--- src/rtl/mips_pkg.sv ---
// Shared MIPS pipeline definitions: op classes, width defaults and the
// destination-write predicate used by WB, hazard and forwarding logic.
package mips_pkg;

    localparam int DEF_DATA_W = 32;
    localparam int DEF_ADDR_W = 5;
    localparam int OP_W       = 4;

    localparam logic [OP_W-1:0] OP_NOP    = 4'd0;
    localparam logic [OP_W-1:0] OP_RTYPE  = 4'd1;
    localparam logic [OP_W-1:0] OP_IALU   = 4'd2;
    localparam logic [OP_W-1:0] OP_LW     = 4'd3;
    localparam logic [OP_W-1:0] OP_SW     = 4'd4;
    localparam logic [OP_W-1:0] OP_BRANCH = 4'd5;
    localparam logic [OP_W-1:0] OP_J      = 4'd6;
    localparam logic [OP_W-1:0] OP_JAL    = 4'd7;
    localparam logic [OP_W-1:0] OP_LUI    = 4'd8;

    // Op classes that produce a register result; reserved codes fall out as no-write.
    function automatic logic writes_reg(input logic [OP_W-1:0] op);
        case (op)
            OP_RTYPE, OP_IALU, OP_LW, OP_JAL, OP_LUI: writes_reg = 1'b1;
            default:                                  writes_reg = 1'b0;
        endcase
    endfunction

    // Any defined non-NOP op counts as retired when it reaches WB.
    function automatic logic is_retiring(input logic [OP_W-1:0] op);
        is_retiring = (op >= OP_RTYPE) && (op <= OP_LUI);
    endfunction

endpackage

--- src/rtl/regfile_2r1w.sv ---
// 2-read/1-write register array with r0 hardwired to zero and write-through
// bypass so a value being written is visible on the read ports the same cycle.
module regfile_2r1w #(
    parameter int DATA_W   = 32,
    parameter int ADDR_W   = 5,
    parameter int NUM_REGS = 32
) (
    input  logic              clk,
    input  logic              reset,
    input  logic              we_i,
    input  logic [ADDR_W-1:0] waddr_i,
    input  logic [DATA_W-1:0] wdata_i,
    input  logic [ADDR_W-1:0] raddr_a_i,
    input  logic [ADDR_W-1:0] raddr_b_i,
    output logic [DATA_W-1:0] rdata_a_o,
    output logic [DATA_W-1:0] rdata_b_o
);

    logic [DATA_W-1:0] regs_q [NUM_REGS];

    function automatic logic [DATA_W-1:0] read_port(
        input logic [ADDR_W-1:0] raddr,
        input logic [DATA_W-1:0] stored,
        input logic              we,
        input logic [ADDR_W-1:0] waddr,
        input logic [DATA_W-1:0] wdata
    );
        if (raddr == '0)
            read_port = '0;
        else if (we && (waddr == raddr))
            read_port = wdata;
        else
            read_port = stored;
    endfunction

    always_ff @(posedge clk) begin
        if (reset) begin
            for (int i = 0; i < NUM_REGS; i++)
                regs_q[i] <= '0;
        end else if (we_i && (waddr_i != '0)) begin
            regs_q[waddr_i] <= wdata_i;
        end
    end

    always_comb begin
        rdata_a_o = read_port(raddr_a_i, regs_q[raddr_a_i], we_i, waddr_i, wdata_i);
        rdata_b_o = read_port(raddr_b_i, regs_q[raddr_b_i], we_i, waddr_i, wdata_i);
    end

endmodule

--- src/rtl/wb_regfile_stage.sv ---
// Writeback stage: selects the WB value from the MEM/WB register, commits it to
// the register file, exports the WB bus for forwarding and counts retired ops.
module wb_regfile_stage
    import mips_pkg::*;
#(
    parameter int DATA_W   = DEF_DATA_W,
    parameter int ADDR_W   = DEF_ADDR_W,
    parameter int NUM_REGS = 2 ** ADDR_W
) (
    input  logic              clk,
    input  logic              reset,
    input  logic [OP_W-1:0]   op_type,
    input  logic [DATA_W-1:0] read_data,
    input  logic [DATA_W-1:0] alu_result,
    input  logic [ADDR_W-1:0] write_reg_address,
    input  logic [ADDR_W-1:0] rs_address,
    input  logic [ADDR_W-1:0] rt_address,
    output logic [DATA_W-1:0] rs_data,
    output logic [DATA_W-1:0] rt_data,
    output logic              wb_write_en,
    output logic [ADDR_W-1:0] wb_reg,
    output logic [DATA_W-1:0] wb_data,
    output logic [31:0]       retired_count
);

    logic [31:0] retired_q;
    logic [31:0] retired_d;

    // Gating on reset keeps both the array write and the bypass path quiet.
    always_comb begin
        wb_reg      = write_reg_address;
        wb_data     = (op_type == OP_LW) ? read_data : alu_result;
        wb_write_en = writes_reg(op_type) && (write_reg_address != '0) && !reset;
    end

    regfile_2r1w #(
        .DATA_W   (DATA_W),
        .ADDR_W   (ADDR_W),
        .NUM_REGS (NUM_REGS)
    ) u_regfile (
        .clk       (clk),
        .reset     (reset),
        .we_i      (wb_write_en),
        .waddr_i   (wb_reg),
        .wdata_i   (wb_data),
        .raddr_a_i (rs_address),
        .raddr_b_i (rt_address),
        .rdata_a_o (rs_data),
        .rdata_b_o (rt_data)
    );

    always_comb begin
        retired_d = retired_q;
        if (is_retiring(op_type))
            retired_d = retired_q + 32'd1;
    end

    always_ff @(posedge clk) begin
        if (reset)
            retired_q <= '0;
        else
            retired_q <= retired_d;
    end

    assign retired_count = retired_q;

endmodule

--- config.mk ---
export PLATFORM = sky130hd
export DESIGN_NAME = wb_regfile_stage
export DESIGN_NICKNAME = d
export VERILOG_FILES = /design/src/rtl/mips_pkg.sv /design/src/rtl/regfile_2r1w.sv /design/src/rtl/wb_regfile_stage.sv
export SDC_FILE = /design/constraint.sdc
export NUM_CORES = 2
export LEC_CHECK = 0
export BUFFER_PORTS_ARGS = -buffer_cell sky130_fd_sc_hd__buf_2
export CAP_MARGIN = 20
export CORE_AREA = 2 2 354 356
export DETAILED_ROUTE_END_ITERATION = 10
export DIE_AREA = 0 0 356 358
export PLACE_DENSITY = 0.74
export SLEW_MARGIN = 20
export SYNTH_ARGS = -nofsm -noshare
export SYNTH_HDL_FRONTEND = slang
export SYNTH_SLANG_ARGS = --single-unit
--- constraint.sdc ---
create_clock -name clk -period 3 [get_ports clk]
set_input_delay 0.6 -clock clk [delete_from_list [all_inputs] [get_ports clk]]
set_output_delay 0.6 -clock clk [all_outputs]
set_load 0.1 [all_outputs]
==> flow_metrics.env <==
export IMPL_status="finished, violations left"
export IMPL_violations="negative setup slack"
export IMPL_clockBufferDepth=3
export IMPL_placed_area_sq_um=67200
export IMPL_detail_route_first_pass_iterations=8
export IMPL_grt_busiest_layer="met2"
export IMPL_via_per_inst=6.67
export IMPL_ioPinCount=219
export IMPL_synth_edf_count=1024
export IMPL_synth_cell_types=63
export IMPL_drt_iter0_drc=7672
export IMPL_rows=129
export IMPL_setup_viol=65
export IMPL_dp_slack_ps=-841
export IMPL_finalNonFillerCells=6735
export IMPL_grt_max_degree=52
export IMPL_fmax_mhz=278
export IMPL_fin_crit_ps=3600
export IMPL_crit_chain="buf_16 > buf_16 > buf_16 > mux2i_4 > a221oi_2 > o21ai_1 > a21oi_2 > buf_4 > nor3_4 > a211oi_4 > buf_12 > buf_12"
export IMPL_yosysTopAreaCell="edfxtp_1"
export IMPL_yosysMostFrequentCell="nor2_1"
export IMPL_synthesis_area_sq_um=55400
export IMPL_layout_drive_gt1_share=0.431
export IMPL_wl_per_cell_microns=32.3
export IMPL_cellLeakagePower_nw=28.3
export IMPL_power_switching_share=0.292
export IMPL_worst_path_largest_cell_delay_ps=470
export IMPL_grtUsageMet1=0.412
export IMPL_nNetsFinal=5101
export IMPL_synth_common_cells="1,061 x nor2_1, 1,024 x edfxtp_1, 383 x mux4_2"
export IMPL_cts_root_buf="clkbuf_16"
export IMPL_initial_utilization=0.449
export IMPL_antenna_found_initial=2
export IMPL_synth_cells=4229
export IMPL_ys_async_sr_fraction=0
export IMPL_switching_power_mw=11.8
export IMPL_grt_pass1_wl_microns=305000
export IMPL_io_buffers=218
export IMPL_place_congestion=1.02
export IMPL_finalPower_mw=40.4
export IMPL_cts_tree="built"
export IMPL_required_ps=2400
export IMPL_gr_usage_all_layers=0.332
export IMPL_startpoint_type="input pin"
export IMPL_worstSkewPairLatency_ps=670
export IMPL_crit_arrival_ps=3000
export IMPL_area_delta_synth_final_pct=36.7
export IMPL_cts_hold_buf=0
export IMPL_pwr_density_cell_nw_per_um2=534
export IMPL_fp_dieH_microns=358
export IMPL_post_route_period_util=1.20
export IMPL_cap_violations=0
export IMPL_worstMarginPinSlew_ps=754
export IMPL_hpwlAfterDp_microns=140000
export IMPL_grt_pass1_vias=44200
export IMPL_htree_levels=3
export IMPL_path_max_fanout=8
export IMPL_hold_viol_final=0
export IMPL_place_inst=6399
export IMPL_grtUsageMet3=0.112
export IMPL_cp_slowest_cell="a211oi_4"
export IMPL_yosysWarnings=0
export IMPL_seq_area_frac_synth=0.567
export IMPL_clock_sinks=1056
export IMPL_setup_ws_ps=-598
export IMPL_crit_type="input pin to output pin"
export IMPL_skew_ps=4.12
export IMPL_clkTransAtPathRegs_ps=60
export IMPL_synth_seq_cells=1056
export IMPL_gr_usage_met2=0.494
export IMPL_slew_headroom=0.497
export IMPL_drtAntennaViolNets=0
export IMPL_vdd_drop_max_mv=0.587
export IMPL_pwr_share_clk=0.339
export IMPL_fin_hold_ws_ps=439
export IMPL_antenna_cells=0
export IMPL_slew_violations=0
export IMPL_rsz0062_at_grt="true"
export IMPL_finalInstanceArea_sq_um=75700
export IMPL_synth_area_leaders="edfxtp_1 56%, mux4_2 16%, nor2_1 7.2%, mux2i_1 6.1%, clkbuf_1 1.8%"
export IMPL_synth_top_area_frac=0.555
export IMPL_crit_top_cell="buf_16"
export IMPL_combPwrFrac=0.230
export IMPL_grt_overflow=0
export IMPL_die_w_microns=356
export IMPL_synth_ff_type="edfxtp_1"
export IMPL_cts_buffers=106
export IMPL_remaining_drc_errors=0
export IMPL_power_internal_mw=28.6
export IMPL_power_frac_seq=0.431
export IMPL_via_count=44900
export IMPL_min_path_type="input pin to flip-flop"
export IMPL_avgSynthCellArea_sq_um=13.1
export IMPL_routed_wl_microns=217000
export IMPL_crit_path_end_kind="output pin"
export IMPL_die_area_sq_um=127000
export IMPL_coreArea_sq_um=123000
==> what timing repair did <==
action,in CTS,in global routing
buffers inserted,117,55
pin swaps,155,142
endpoints found under the hold margin,0,0
endpoints found under the setup margin,84,87
cloned,21,1
resized for setup,522,223
==> cell usage in the layout (no fill, tap or decap), drive strengths merged, types with 10 or more instances in the layout <==
cell,instances
o211ai,11
dfxtp,32
mux2,25
mux2i,340
buf,1083
nor2,1061
nand3,75
o21ai,63
nand4,11
a21oi,93
nand2,191
bufinv,13
o221a,11
clkbuf,123
nor3,55
edfxtp,1024
inv,10
mux4,383
o22ai,25
a22oi,62
clkinvlp,32
and3,27
xnor2,12
clkinv,54
nand2b,40
conb,32
xor2,29
a31oi,14
a211oi,66
a221oi,37
==> metrics by stage <==
step	utilization	setup TNS, ps
2_1_floorplan	-	-18240
3_3_place_gp	0.545	-33090
3_5_place_dp	0.545	-35820
4_1_cts	0.605	-20060
5_1_grt	0.614	-22690
6_report	0.614	-22380
==> power groups by stage <==
stage	registers [mW]	clock network (mW)	logic, mW
finish	17.4	13.7	9.31
global route	17.5	14.2	9.41
CTS	17.3	13.6	8.80
detailed placement	17.6	0	8.02
global placement	17.6	0	7.97
floorplan	17.5	0	4.43
==> critical path: cells and delay by family <==
family,cells,cell delay [ps]
buffers and inverters,6,1030
AO/OA/AOI/OAI,4,1110
AND/OR/NAND/NOR,1,40
multiplexers,1,200
==> worst paths after layout <==
check | startpoint | to | slack, ps | depth (start not counted)
worst min-delay path | op_type[2] | retired_count[1]$_SDFFE_PP0P_ | 440 | 5
worst max register to register | retired_count[0]$_SDFFE_PP0P_ | retired_count[26]$_SDFFE_PP0P_ | 960 | 7
worst max-delay path | rs_address[0] | rs_data[21] | -600 | 12
worst min register to register | retired_count[31]$_SDFFE_PP0P_ | retired_count[31]$_SDFFE_PP0P_ | 520 | 2
==> cells by family after synthesis <==
kind of cell / after synthesis / synth area share
fa+ha+maj: 1 / 0.000226
compound gates: 406 / 0.0495
other cells: 1 / 0.0000677
simple gates: 1495 / 0.112
buf+inv: 481 / 0.0426
mux: 748 / 0.222
xor+xnor: 41 / 0.00649
flops: 1056 / 0.567
==> area by class of cell <==
type / instances / area, sq um
clock buffer: 119 / 2790
clock inverter: 72 / 707
fill: 8523 / 47600
inverter: 37 / 253
multi-input combinational: 2724 / 25700
sequential: 1056 / 31400
tap: 1637 / 2050
timing repair buffer: 1090 / 12800
==> state kept, by name, indices dropped and copies added (netlist names) <==
register and flops:
u_regfile.regs_q 1024, retired_count 32
==> routing by layer <==
layer  vias to the layer above  part of all wire
met1                     22000              0.32
met5                         -           0.00075
met3                      1069              0.16
li1                      17400                 -
met2                      4490              0.43
met4                         6             0.086
No activity file was read; power rests on OpenSTA's default activity.
